File: config.mk
export PLATFORM = sky130hd
export DESIGN_NAME = dmem_lsu
export DESIGN_NICKNAME = d
export VERILOG_FILES = /design/src/rtl/dmem_lsu.sv
export SDC_FILE = /design/constraint.sdc
export NUM_CORES = 1
export LEC_CHECK = 0
export CAP_MARGIN = 20
export CORE_UTILIZATION = 31
export CTS_CLUSTER_SIZE = 30
export DETAILED_ROUTE_END_ITERATION = 7
export GPL_ROUTABILITY_DRIVEN = 0
export PLACE_DENSITY = 0.84
export SYNTH_ARGS = -nofsm -noshare
export SYNTH_HDL_FRONTEND = slang
export SYNTH_SLANG_ARGS = --single-unit
export TNS_END_PERCENT = 30
File: constraint.sdc
create_clock -name i_clk -period 1.6 [get_ports i_clk]
set_input_delay 0.32 -clock i_clk [delete_from_list [all_inputs] [get_ports i_clk]]
set_output_delay 0.32 -clock i_clk [all_outputs]
set_load 0.005 [all_outputs]
File: src/rtl/dmem_lsu.sv
// dmem_lsu: load/store unit driving a byte-banked data-memory port.
//
// Takes one core load/store request at a time on a valid/ready handshake.
// Each request is checked for address range and funct3 legality, then
// forwarded to the memory port. Store and error responses are returned one
// cycle after accept. Load responses are returned two cycles after accept,
// once the memory's registered read data has been sign/zero-extended.
//
// Ports
//   i_clk, i_rst       clock, synchronous active-high reset
//   i_req_*            core request (valid/ready, we, funct3, addr, wdata)
//   o_rsp_*            core response (valid/ready, rdata, err)
//   o_mem_*            memory port drive (addr, we, size, din)
//   i_mem_dout         memory read data, one cycle after the address
module dmem_lsu #(
  parameter int unsigned DMEM_DEPTH      = 1024,
  parameter int unsigned DMEM_ADDR_WIDTH = 12,
  parameter logic [31:0] DMEM_BASE       = 32'h0000_0000
) (
  input  logic                       i_clk,
  input  logic                       i_rst,
  input  logic                       i_req_valid,
  output logic                       o_req_ready,
  input  logic                       i_req_we,
  input  logic [2:0]                 i_req_funct3,
  input  logic [31:0]                i_req_addr,
  input  logic [31:0]                i_req_wdata,
  output logic                       o_rsp_valid,
  input  logic                       i_rsp_ready,
  output logic [31:0]                o_rsp_rdata,
  output logic                       o_rsp_err,
  output logic [DMEM_ADDR_WIDTH-1:0] o_mem_addr,
  output logic                       o_mem_we,
  output logic [1:0]                 o_mem_size,
  output logic [31:0]                o_mem_din,
  input  logic [31:0]                i_mem_dout
);

  typedef enum logic [1:0] {
    IDLE      = 2'd0,
    LOAD_WAIT = 2'd1,
    RESP      = 2'd2
  } state_e;

  localparam logic [31:0] DMEM_BYTES = 32'(DMEM_DEPTH * 4);

  state_e      state_q, state_d;
  logic        rsp_valid_q, rsp_valid_d;
  logic [31:0] rsp_rdata_q, rsp_rdata_d;
  logic        rsp_err_q, rsp_err_d;
  logic [2:0]  load_f3_q, load_f3_d;

  logic        accept;
  logic [31:0] addr_off;
  logic        range_err;
  logic        f3_err;
  logic        req_err;
  logic [31:0] load_ext;

  // Request side. Ready is withheld during reset so that a request presented
  // while reset is asserted never looks accepted.
  always_comb begin
    o_req_ready = !i_rst && ((state_q == IDLE) || ((state_q == RESP) && i_rsp_ready));
    accept      = i_req_valid && o_req_ready;

    // Unsigned wrap makes addresses below the base land far out of range.
    addr_off    = i_req_addr - DMEM_BASE;
    range_err   = (addr_off >= DMEM_BYTES);
    f3_err      = (i_req_funct3 == 3'b011) || (i_req_funct3[2:1] == 2'b11) ||
                  (i_req_we && i_req_funct3[2]);
    req_err     = range_err || f3_err;

    o_mem_addr  = i_req_addr[DMEM_ADDR_WIDTH-1:0];
    o_mem_din   = i_req_wdata;
    o_mem_size  = (i_req_funct3[1:0] == 2'b11) ? 2'b10 : i_req_funct3[1:0];
    o_mem_we    = accept && i_req_we && !req_err;
  end

  // Extension of the memory's read data, using the funct3 captured at accept.
  always_comb begin
    case (load_f3_q)
      3'b000:  load_ext = {{24{i_mem_dout[7]}}, i_mem_dout[7:0]};
      3'b100:  load_ext = {24'h0, i_mem_dout[7:0]};
      3'b001:  load_ext = {{16{i_mem_dout[15]}}, i_mem_dout[15:0]};
      3'b101:  load_ext = {16'h0, i_mem_dout[15:0]};
      default: load_ext = i_mem_dout;
    endcase
  end

  always_comb begin
    state_d     = state_q;
    rsp_valid_d = rsp_valid_q;
    rsp_rdata_d = rsp_rdata_q;
    rsp_err_d   = rsp_err_q;
    load_f3_d   = load_f3_q;

    case (state_q)
      LOAD_WAIT: begin
        state_d     = RESP;
        rsp_valid_d = 1'b1;
        rsp_rdata_d = load_ext;
        rsp_err_d   = 1'b0;
      end
      RESP: begin
        // Without a handshake the response registers simply hold.
        if (i_rsp_ready) begin
          state_d     = IDLE;
          rsp_valid_d = 1'b0;
          rsp_rdata_d = 32'h0;
          rsp_err_d   = 1'b0;
        end
      end
      default: ;
    endcase

    // A new accept (from IDLE, or from RESP as the old response retires)
    // takes precedence over the retire-to-IDLE transition above.
    if (accept) begin
      rsp_rdata_d = 32'h0;
      if (req_err) begin
        state_d     = RESP;
        rsp_valid_d = 1'b1;
        rsp_err_d   = 1'b1;
      end else if (i_req_we) begin
        state_d     = RESP;
        rsp_valid_d = 1'b1;
        rsp_err_d   = 1'b0;
      end else begin
        state_d     = LOAD_WAIT;
        rsp_valid_d = 1'b0;
        rsp_err_d   = 1'b0;
        load_f3_d   = i_req_funct3;
      end
    end
  end

  always_ff @(posedge i_clk) begin
    if (i_rst) begin
      state_q     <= IDLE;
      rsp_valid_q <= 1'b0;
      rsp_rdata_q <= 32'h0;
      rsp_err_q   <= 1'b0;
      load_f3_q   <= 3'b000;
    end else begin
      state_q     <= state_d;
      rsp_valid_q <= rsp_valid_d;
      rsp_rdata_q <= rsp_rdata_d;
      rsp_err_q   <= rsp_err_d;
      load_f3_q   <= load_f3_d;
    end
  end

  assign o_rsp_valid = rsp_valid_q;
  assign o_rsp_rdata = rsp_rdata_q;
  assign o_rsp_err   = rsp_err_q;

endmodule

==> metrics.yaml, run 1 <==
outcome:
  status: "finished, violations left"
  violations: "design-rule violations, negative setup slack"
cts:
  insertion_delay_ns: 0.29
  h-tree-depth: 2
  cts_root_buffer: "clkbuf_8"
  cts_buffer_depth: 2
  numCtsBuffers: 5
  cts_tree: "built"
  clk_pin_slew_ns: 0.08
  clock-sinks: 38
grt:
  gr-usage-all-layers_pct: 17.8
  grt_pass1_vias: 2044
  grt_pass1_wl_mm: 9.94
  met1_usage_pct: 19.9
  grt-ovfl-total: 0
  grt_use_met3_pct: 5.44
  met2_usage_pct: 30.8
  busiest_layer: "met2"
  antenna_found_initial: 0
  grt_max_degree: 33
drt:
  drt_iter0_drc: 119
  vias_per_cell: 5.15
  via_count: 2066
  firstDrtPassIters: 6
  ant_nets: 0
  drc: 26
  totalWireLength_mm: 6.70
  routedWlPerCell_um: 16.7
yosys:
  syn_avg_cell_area_um2: 8.62
  yosys.area.top_type: "dfxtp_1"
  yosys-top-cells-area: "dfxtp_1 (37%), buf_4 (18%), a32oi_1 (6.7%), nor2_1 (5.8%), a21oi_1 (5.3%)"
  yosys_warnings: 0
  netlist_area_um2: 2080
  async_reset_ff_share_pct: 0
  synth_cells: 241
  ys.flop_type: "dfxtp_1"
  synth_edf_count: 0
  yosysTopAreaCellShare_pct: 36.6
  ys_ff_latch: 38
  synth_fp_nets: 345
  yosysUniqueCellTypes: 35
  synth-seq-area-share_pct: 36.6
setup_path:
  critPathArrivalTime_ns: 1.36
  path_class: "primary input to output port"
  cp.required_ns: 1.28
  endpoint_kind: "output port"
  critPathMaxFanout: 2
  cp-start-kind: "primary input"
cells_and_area:
  antenna_cells: 0
  finalNonFillerCells: 401
  regArea_um2: 762
  multi_input_area_um2: 1020
  drive_above_1_share_pct: 28.7
  nFillCells: 567
  area_growth_pct: 55.7
  fin_nets: 427
timing:
  finalHoldViolations: 0
  fin_crit_sh_pct: 105
  tightest_slew_ns: 0.713
  final_max_slew_viol_count: 0
  fin_ws_ns: -0.0784
  skew_ns: 0.00926
  hold_slack_ns: 0.463
  fin_crit_ns: 1.68
  relSlewSlack_pct: 52.5
  grt_setup_unrepaired: "yes"
  max_freq_mhz: 596
  final-setup-viol-count: 3
floorplanning:
  rows: 29
  die_w_um: 83.9
  start_util_pct: 32.3
  die_h_um: 83.9
  ioPinCount: 186
  die_area_um2: 7030
  core-area_um2: 6420
pwr:
  power_density_nw_per_um2: 694
  p_leak_nw: 1.23
  power_w: 0.00224
  peakVddDrop_v: 0.000544
placed_design:
  dp.cells: 373
  dpl.hpwl_mm: 4.29
  io_buffers: 97
min_path:
  hp-class: "primary input to flop"
job:
  drv_cap: 0
[placed cells by master, fill, tap and decap left out, types with 6 or more instances in the layout]
cell / synthesis / routed
clkdlybuf4s50_1: 0 / 67
dfxtp_1: 38 / 37
buf_4: 49 / 33
nor2_1: 32 / 30
a21oi_1: 22 / 21
a32oi_1: 16 / 16
clkbuf_2: 0 / 15
nand2b_1: 12 / 12
a22oi_1: 8 / 8
o21ai_0: 9 / 8
or2b_1: 6 / 6
clkbuf_8: 0 / 6
buf_6: 1 / 6
[kinds of logic (layout without fill, tap and decap cells)]
| logic type | after synthesis | after routing | share of synthesized area [%] |
|---|---|---|---|
| AO/OA/AOI/OAI | 62 | 63 | 20.4 |
| buffers and inverters | 62 | 144 | 21.1 |
| flip-flops | 38 | 38 | 36.6 |
| multiplexers | 1 | 1 | 0.482 |
| AND/OR/NAND/NOR | 78 | 78 | 21.4 |
[stage by stage]
stage               setup slack (ns)  area [um^2]  TNS [ns]  utilization (%)
floorplan                      0.174         2080         0                -
global placement              -0.705         2870    -15.37             44.7
detailed placement            -0.825         2870    -16.32             44.7
CTS                           -0.172         3160    -0.885             49.2
global route                  -0.115         3230    -0.438             50.3
finish                       -0.0784         3230    -0.131             50.3
[flip-flops by register name, summed over array words and instances, names as in the netlist]
| signal | cells |
|---|---|
| state_q | 2 |
| load_f3_q | 3 |
| o_rsp_err | 1 |
| o_rsp_rdata | 32 |
[synthesized netlist by cell type, types with 2 or more instances]
library cell / n
a21oi_1: 22
a22oi_1: 8
a32oi_1: 16
and3_1: 2
buf_2: 7
buf_4: 49
clkbuf_1: 3
dfxtp_1: 38
nand2_1: 2
nand2b_1: 12
nand3_1: 3
nand4_1: 4
nor2_1: 32
nor2_2: 2
nor2b_1: 3
nor4_1: 2
nor4_2: 3
o21ai_0: 9
o41ai_1: 3
or2b_1: 6
[worst paths after layout]
path | startpoint | endpoint | slack (ns) | cells after the start
max reg2reg | state_q[0]$_SDFFE_PP0P_ | o_rsp_rdata[23]$_SDFFE_PP0P_ | 0.07 | 5
min | i_req_funct3[2] | load_f3_q[2]$_SDFFE_PP0P_ | 0.46 | 4
min reg2reg | o_rsp_err$_SDFFE_PP0P_ | o_rsp_err$_SDFFE_PP0P_ | 0.48 | 2
max | i_req_addr[12] | o_mem_we | -0.08 | 6
[metal layers]
layer	vias up	wire, um
met4	0	196
met5	-	0
met1	978	2590
met2	83	3390
li1	977	-
met3	28	525
[worst max-delay path: stages]
cell,delay (ns)
clkdlybuf4s15_1,0.20
nor4_4,0.29
nand3_2,0.16
nor2_2,0.13
and3_1,0.15
buf_2,0.10
[area by class of cell]
| class | count | area share, % |
|---|---|---|
| timing repair buffer | 135 | 37.4 |
| inverter | 1 | 0.116 |
| clock buffer | 6 | 2.55 |
| clock inverter | 2 | 1.86 |
| tap | 77 | 2.98 |
| sequential | 38 | 23.6 |
| multi-input combinational | 142 | 31.5 |
[report_power, final]
group | switching [W] | internal (W)
registers | 0.00000149 | 0.000948
logic | 0.000121 | 0.000172
clock network | 0.000336 | 0.000665
total | 0.000458 | 0.00178
[what timing repair did]
action,CTS,global route
pin swaps,11,14
gates resized for setup,41,66
gates cloned,1,0
hold buffers,0,0
setup endpoints to repair,42,19
buffers inserted,18,3
Note: power is estimated with default switching activity, not from simulation.
==> run 2: changes to the inputs <==
- ABC_AREA: unset -> 1
- CORE_UTILIZATION: 31 -> 33
- PLACE_DENSITY: 0.84 -> 0.85
- clock period: 1.6 -> 1.9 ns (I/O delays scaled with it)
==> run 2 against run 1 <==
The flow finishes with violations (negative setup slack). Core utilization fell by 1.7 points. Clock skew shrank 0.0020 ns. Critical path type unchanged. Final cell count is 12% higher. Die area rose by 3.5%. Critical endpoint unchanged. Routed wire length is 15% lower. Power down 23%.
==> metrics.yaml, run 2 <==
outcome:
  status: "finished, violations left"
  violations: "negative setup slack"
drt:
  ant_nets: 0  # unchanged
  drc: 0  # -100%
  routedWlPerCell_um: 12.7  # -24%
  drt_iter0_drc: 53  # -55%
  firstDrtPassIters: 4  # -2
  vias_per_cell: 4.76  # -7.7%
  totalWireLength_mm: 5.70  # -15%
  via_count: 2136  # +3.4%
setup_path:
  cp-start-kind: "primary input"
  r2r-end: "o_rsp_rdata[17]$_SDFFE_PP0P_"
  crit_start: "i_req_addr[31]"
  r2r_slack_ns: 0.42  # +0.35 ns
  endpoint_kind: "output port"
  r2r_start: "load_f3_q[1]$_SDFFE_PP0P_"
  critPathArrivalTime_ns: 1.54  # +0.18 ns
  ff2ff_path_depth: 4  # -1
  critPathMaxFanout: 2  # unchanged
  crit_end: "o_mem_we"
  path_class: "primary input to output port"
  cp.required_ns: 1.52  # +0.24 ns
cts:
  numCtsBuffers: 5  # unchanged
  cts_buffer_depth: 2  # unchanged
  insertion_delay_ns: 0.29  # about the same
  ctsHoldBuffers: 0  # unchanged
  h-tree-depth: 2  # unchanged
  clock-sinks: 38  # unchanged
  cts_tree: "built"
  cts_root_buffer: "clkbuf_8"
  clk_pin_slew_ns: 0.07  # about the same
floorplanning:
  die_h_um: 85.3  # +1.7%
  die_area_um2: 7280  # +3.5%
  rows: 30  # +3.4%
  core-area_um2: 6760  # +5.2%
  die_w_um: 85.3  # +1.7%
  ioPinCount: 186  # unchanged
  start_util_pct: 33.9  # +1.6 points
placed_design:
  io_buffers: 97  # unchanged
  dpl.hpwl_mm: 4.20  # -2.2%
  dp.cells: 436  # +17%
pwr:
  p_seq_share_pct: 46.3  # +3.9 points
  p_sw_w: 0.000388  # -15%
  power_w: 0.00173  # -23%
  peakVddDrop_v: 0.000386  # -29%
  intPower_w: 0.00135  # -25%
  clkPwrFrac_pct: 38.2  # -6.4 points
  combPwrFrac_pct: 15.6  # +2.6 points
  power_density_nw_per_um2: 527  # -24%
  swShare_pct: 22.3  # +1.9 points
  p_leak_nw: 1.39  # +13%
timing:
  fin_ws_ns: -0.0243  # +0.0541 ns
  relSlewSlack_pct: 71.7  # +19 points
  finalHoldViolations: 0  # unchanged
  final-setup-viol-count: 1  # -2
  tightest_slew_ns: 0.424  # -0.289 ns
  fin_crit_sh_pct: 101
  fin_crit_ns: 1.92
  final_max_slew_viol_count: 0  # unchanged
  max_freq_mhz: 520
  skew_ns: 0.00727  # -0.00199 ns
cells_and_area:
  largest_register_ff_count: 32  # unchanged
  antenna_cells: 0  # unchanged
  layout_commonest_cell: "clkdlybuf4s50_1"
  fin_nets: 472  # +11%
  finalNonFillerCells: 449  # +12%
  layout_common_cells: "clkdlybuf4s50_1 (75), nand2_1 (74), dfxtp_1 (38)"
  drive_above_1_share_pct: 21.7  # -7.0 points
  area_growth_pct: 43.6
grt:
  grt_max_degree: 33  # unchanged
  grt_pass1_vias: 2052  # +0.39%
  grt_pass1_wl_mm: 9.05  # -8.9%
  gr-usage-all-layers_pct: 15.4  # -2.5 points
  grt-ovfl-total: 0  # unchanged
  antenna_found_initial: 0  # unchanged
yosys:
  ys.flop_type: "dfxtp_1"
  yosys.area.top_type: "dfxtp_1"
  syn_avg_cell_area_um2: 7.59  # -12%
  synth_cells: 302  # +25%
  synth_edf_count: 0  # unchanged
  yosys_warnings: 0  # unchanged
  yosysUniqueCellTypes: 26  # -26%
  netlist_area_um2: 2290  # +10%
  synth-seq-area-share_pct: 33.2  # -3.4 points
  yosys-top-cells-area: "dfxtp_1 (33%), buf_4 (16%), nand2_1 (12%), a21oi_1 (5.9%), o211ai_2 (5.5%)"
  synth_top_cells_by_count: "nand2_1 (76), buf_4 (48), dfxtp_1 (38)"
  yosysMostFrequentCell: "nand2_1"
  synth_fp_nets: 406  # +18%
  async_reset_ff_share_pct: 0  # unchanged
  ys_ff_latch: 38  # unchanged
  yosysTopAreaCellShare_pct: 33.2  # -3.4 points
min_path:
  hp-class: "flop to flop"
job:
  drv_cap: 0  # unchanged
run 2: cell count changes in the layout (fill, tap and decap cells not counted), moves of 9 or more:
cell,previous run,this run
o211ai_2,0,10
inv_1,1,13
buf_4,33,16
nand2b_1,12,0
nor2_1,30,15
a32oi_1,16,0
dlymetal6s2s_1,5,19
a21oi_2,2,11
nand2_1,1,74
inv_2,0,11
clkbuf_2,15,0
run 2: power groups by stage:
stage	Clock [W]	Sequential [W]	Combinational, W
2_1_floorplan	0	0.000820	0.000161
3_3_place_gp	0	0.000821	0.000265
3_5_place_dp	0	0.000821	0.000268
4_1_cts	0.000686	0.000802	0.000267
5_1_grt	0.000724	0.000803	0.000292
6_report	0.000662	0.000802	0.000270
run 2: metrics by stage:
step | util [%] | instance area, um^2 | setup TNS, ns | hold slack (ns) | setup WS [ns]
2_1_floorplan | - | 2290 | 0 | 0.449 | 0.600
3_3_place_gp | 45.4 | 3070 | -0.659 | 0.448 | -0.425
3_5_place_dp | 45.4 | 3070 | -0.727 | 0.452 | -0.518
4_1_cts | 47.0 | 3180 | -0.180 | 0.464 | -0.180
5_1_grt | 48.7 | 3290 | -0.0798 | 0.477 | -0.0798
6_report | 48.7 | 3290 | -0.0243 | 0.461 | -0.0243
run 2: area by class of cell:
| type | instances | area, um^2 |
|---|---|---|
| repair buffers | 117 | 1210 |
| fillers | 675 | 3470 |
| flip-flops and latches | 38 | 761 |
| clock inverters | 3 | 40.0 |
| multi-input cells | 182 | 1020 |
| well taps | 80 | 100 |
| inverters | 24 | 90.1 |
| clock buffers | 5 | 68.8 |
run 2: worst min path at each step:
stage / startpoint / end / slack, ns / cells past startpoint
global placement: o_rsp_rdata[4]$_SDFFE_PP0P_ / o_rsp_rdata[4]$_SDFFE_PP0P_ / 0.45 / 2
global route: o_rsp_rdata[20]$_SDFFE_PP0P_ / o_rsp_rdata[20]$_SDFFE_PP0P_ / 0.48 / 2
CTS: o_rsp_rdata[4]$_SDFFE_PP0P_ / o_rsp_rdata[4]$_SDFFE_PP0P_ / 0.46 / 2
detailed placement: o_rsp_rdata[4]$_SDFFE_PP0P_ / o_rsp_rdata[4]$_SDFFE_PP0P_ / 0.45 / 2
finish: o_rsp_rdata[1]$_SDFFE_PP0P_ / o_rsp_rdata[1]$_SDFFE_PP0P_ / 0.46 / 2
floorplan: i_rst / o_rsp_err$_SDFFE_PP0P_ / 0.45 / 1
run 2: kinds of logic (layout without fill, tap and decap cells):
group                  count (synthesis)  in the layout  synth area share (%)
DFF                                   38             38                  33.2
AOI/OAI and AO/OA                     63             63                  19.5
and+or+nand+nor                      119            119                  23.5
buffers and inverters                 82            149                  23.8
run 2: metal layers:
metal	part of all wire, %	track usage (%)
met1	40	16.2
met2	51	28.3
met3	7.3	5.16
met4	1.6	5.61
met5	0	0
run 2: critical path, cell delays in order:
cell	delay [ns]
clkdlybuf4s50_1	0.42
nor2_2	0.13
nand4_1	0.14
nor2_2	0.17
nand2_2	0.08
nor2_2	0.11
buf_2	0.12
run 2: repair_timing:
action                     4_1_cts  5_1_grt
setup endpoints to repair        3        1
cloned                           0        0
resized for setup                5       37
buffers inserted                 0        5
pin swaps                        0       15
==> run 3: changes to the inputs <==
- CELL_PAD_IN_SITES_DETAIL_PLACEMENT: unset -> 0
- CELL_PAD_IN_SITES_GLOBAL_PLACEMENT: unset -> 2
- CORE_UTILIZATION: 33 -> 16
==> run 3 against run 2 <==
The run now ends clean. Worst setup slack improved by 0.094 ns. Worst hold slack improved by 0.0016 ns. Sequential share of layout area is 1.3 points lower. Register-to-register slack worse by 0.02 ns. Maximum frequency is 5.2% higher. Critical path type unchanged. Largest cell class unchanged.
==> metrics.yaml, run 3 (synthesized netlist as in run 2, its figures left out) <==
floorplanning:
  rows: 43  # +43%
  ioPinCount: 186  # unchanged
  start_util_pct: 16.4  # -17 points
  die_w_um: 122  # +43%
  die_area_um2: 14800  # +100%
  core-area_um2: 13900  # +110%
  die_h_um: 122  # +43%
timing:
  relSlewSlack_pct: 71.6  # about the same
  finalHoldViolations: 0  # unchanged
  final_max_slew_viol_count: 0  # unchanged
  fin_crit_sh_pct: 96.3  # -5.0 points
  skew_ns: 0.00228  # -0.00499 ns
  max_freq_mhz: 546  # +5.2%
  final-setup-viol-count: 0  # -1
  tightest_slew_ns: 0.425  # +0.000588 ns
  fin_crit_ns: 1.83  # -0.0943 ns
  grt_setup_unrepaired: "yes"
job:
  drv_cap: 0  # unchanged
cts:
  h-tree-depth: 2  # unchanged
  clk_pin_slew_ns: 0.06  # about the same
  clock-sinks: 38  # unchanged
  cts_root_buffer: "clkbuf_16"
  numCtsBuffers: 5  # unchanged
  insertion_delay_ns: 0.27  # -0.02 ns
  cts_buffer_depth: 2  # unchanged
  cts_tree: "built"
pwr:
  swShare_pct: 20.0  # -2.4 points
  p_leak_nw: 1.40  # +0.92%
  p_sw_w: 0.000436  # +12%
  p_seq_share_pct: 36.8  # -9.5 points
  intPower_w: 0.00174  # +30%
  power_w: 0.00218  # +26%
  clkPwrFrac_pct: 51.1  # +13 points
  combPwrFrac_pct: 12.1  # -3.5 points
  peakVddDrop_v: 0.000500  # +29%
  power_density_nw_per_um2: 627  # +19%
setup_path:
  path_class: "primary input to output port"
  endpoint_kind: "output port"
  cp-start-kind: "primary input"
  ff2ff_path_depth: 4  # unchanged
  critPathArrivalTime_ns: 1.45  # -0.09 ns
  critPathMaxFanout: 2  # unchanged
  r2r-end: "o_rsp_rdata[16]$_SDFFE_PP0P_"
  r2r_start: "load_f3_q[1]$_SDFFE_PP0P_"
  cp.required_ns: 1.52  # about the same
  r2r_slack_ns: 0.40  # -0.02 ns
grt:
  gr-usage-all-layers_pct: 8.50  # -6.9 points
  grt_max_degree: 33  # unchanged
  grt_pass1_wl_mm: 9.87  # +9.0%
  grt-ovfl-total: 0  # unchanged
  grt_pass1_vias: 2002  # -2.4%
  antenna_found_initial: 0  # unchanged
min_path:
  hp-class: "flop to flop"
  hold_depth: 2  # unchanged
  hold_end: "o_rsp_rdata[6]$_SDFFE_PP0P_"
  worstHoldStart: "o_rsp_rdata[6]$_SDFFE_PP0P_"
cells_and_area:
  finalNonFillerCells: 547  # +22%
  area_growth_pct: 51.9
  layout_commonest_cell: "clkdlybuf4s50_1"
  final_core_util_pct: 25.0  # -24 points
  largest_register_ff_count: 32  # unchanged
  fin_nets: 470  # -0.42%
  layout_common_cells: "clkdlybuf4s50_1 (77), nand2_1 (74), dfxtp_1 (38)"
  drive_above_1_share_pct: 20.7  # -0.97 points
  antenna_cells: 0  # unchanged
placed_design:
  dpl.hpwl_mm: 4.70  # +12%
  io_buffers: 97  # unchanged
  dp.cells: 539  # +24%
drt:
  vias_per_cell: 3.78  # -20%
  totalWireLength_mm: 6.36  # +12%
  routedWlPerCell_um: 11.6  # -8.4%
  firstDrtPassIters: 4  # unchanged
  drc: 0  # unchanged
  via_count: 2070  # -3.1%
  ant_nets: 0  # unchanged
  drt_iter0_drc: 62  # +17%
outcome:
  status: "finished clean"
run 3: cell count changes in the layout (fill, tap and decap cells not counted), sizes merged:
cell	previous run	this run
dlymetal6s2s	19	17
clkbuf	5	6
buf	21	19
bufinv	1	2
clkdlybuf4s50	75	77
clkinv	2	0
run 3: repair_timing:
action / CTS / global route
cloned: 0 / 0
setup endpoints to repair: 3 / 2
setup buffers: 0 / 0
hold buffers: 0 / 0
endpoints found under the hold margin: 0 / 0
pin swaps: 2 / 17
resized for setup: 8 / 30
run 3: cell type report:
type | instances | area, um^2
flip-flops and latches | 38 | 761
clock buffers | 6 | 139
fillers | 1520 | 10500
repair buffers | 115 | 1180
inverters | 24 | 90.1
multi-input cells | 182 | 1030
clock inverters | 2 | 60.1
well taps | 180 | 225
run 3: through the flow:
| step | hold WS (ns) | TNS [ns] | worst slack, ns | instance area [um^2] |
|---|---|---|---|---|
| after floorplan | 0.449 | 0 | 0.600 | 2290 |
| after global placement | 0.450 | -0.658 | -0.395 | 3200 |
| after detailed placement | 0.456 | -0.624 | -0.408 | 3200 |
| after CTS | 0.466 | -0.0914 | -0.0914 | 3410 |
| after global routing | 0.480 | -0.0248 | -0.0248 | 3480 |
| final | 0.462 | 0 | 0.0700 | 3480 |
run 3: power groups by stage:
stage / sequential (W) / clock (W) / combinational [W]
2_1_floorplan: 0.000820 / 0 / 0.000161
3_3_place_gp: 0.000820 / 0 / 0.000266
3_5_place_dp: 0.000820 / 0 / 0.000267
4_1_cts: 0.000802 / 0.00115 / 0.000268
5_1_grt: 0.000802 / 0.00119 / 0.000287
6_report: 0.000803 / 0.00111 / 0.000263
run 3: how the worst max path moves through the flow:
stage | startpoint | endpoint | cells past startpoint
floorplan | i_req_addr[17] | o_mem_we | 6
global placement | i_req_we | o_mem_we | 7
detailed placement | i_req_funct3[2] | o_mem_we | 7
CTS | i_req_addr[20] | o_mem_we | 9
global route | i_req_funct3[0] | o_mem_we | 7
finish | i_req_addr[31] | o_mem_we | 7
run 3: critical path, stage by stage:
cell,delay (ns)
clkdlybuf4s50_1,0.41
nor2_2,0.10
nand4_1,0.13
nor2_2,0.16
nand2_2,0.07
nor2_2,0.10
buf_2,0.11
run 3: layer usage:
metal  wire (um)  GRT usage (%)  part of all wire (%)
met1        2960           10.4                    47
met4          62           2.85                  0.97
met2        2820           13.8                    44
met3         515           2.95                   8.1
met5           0              0                     0
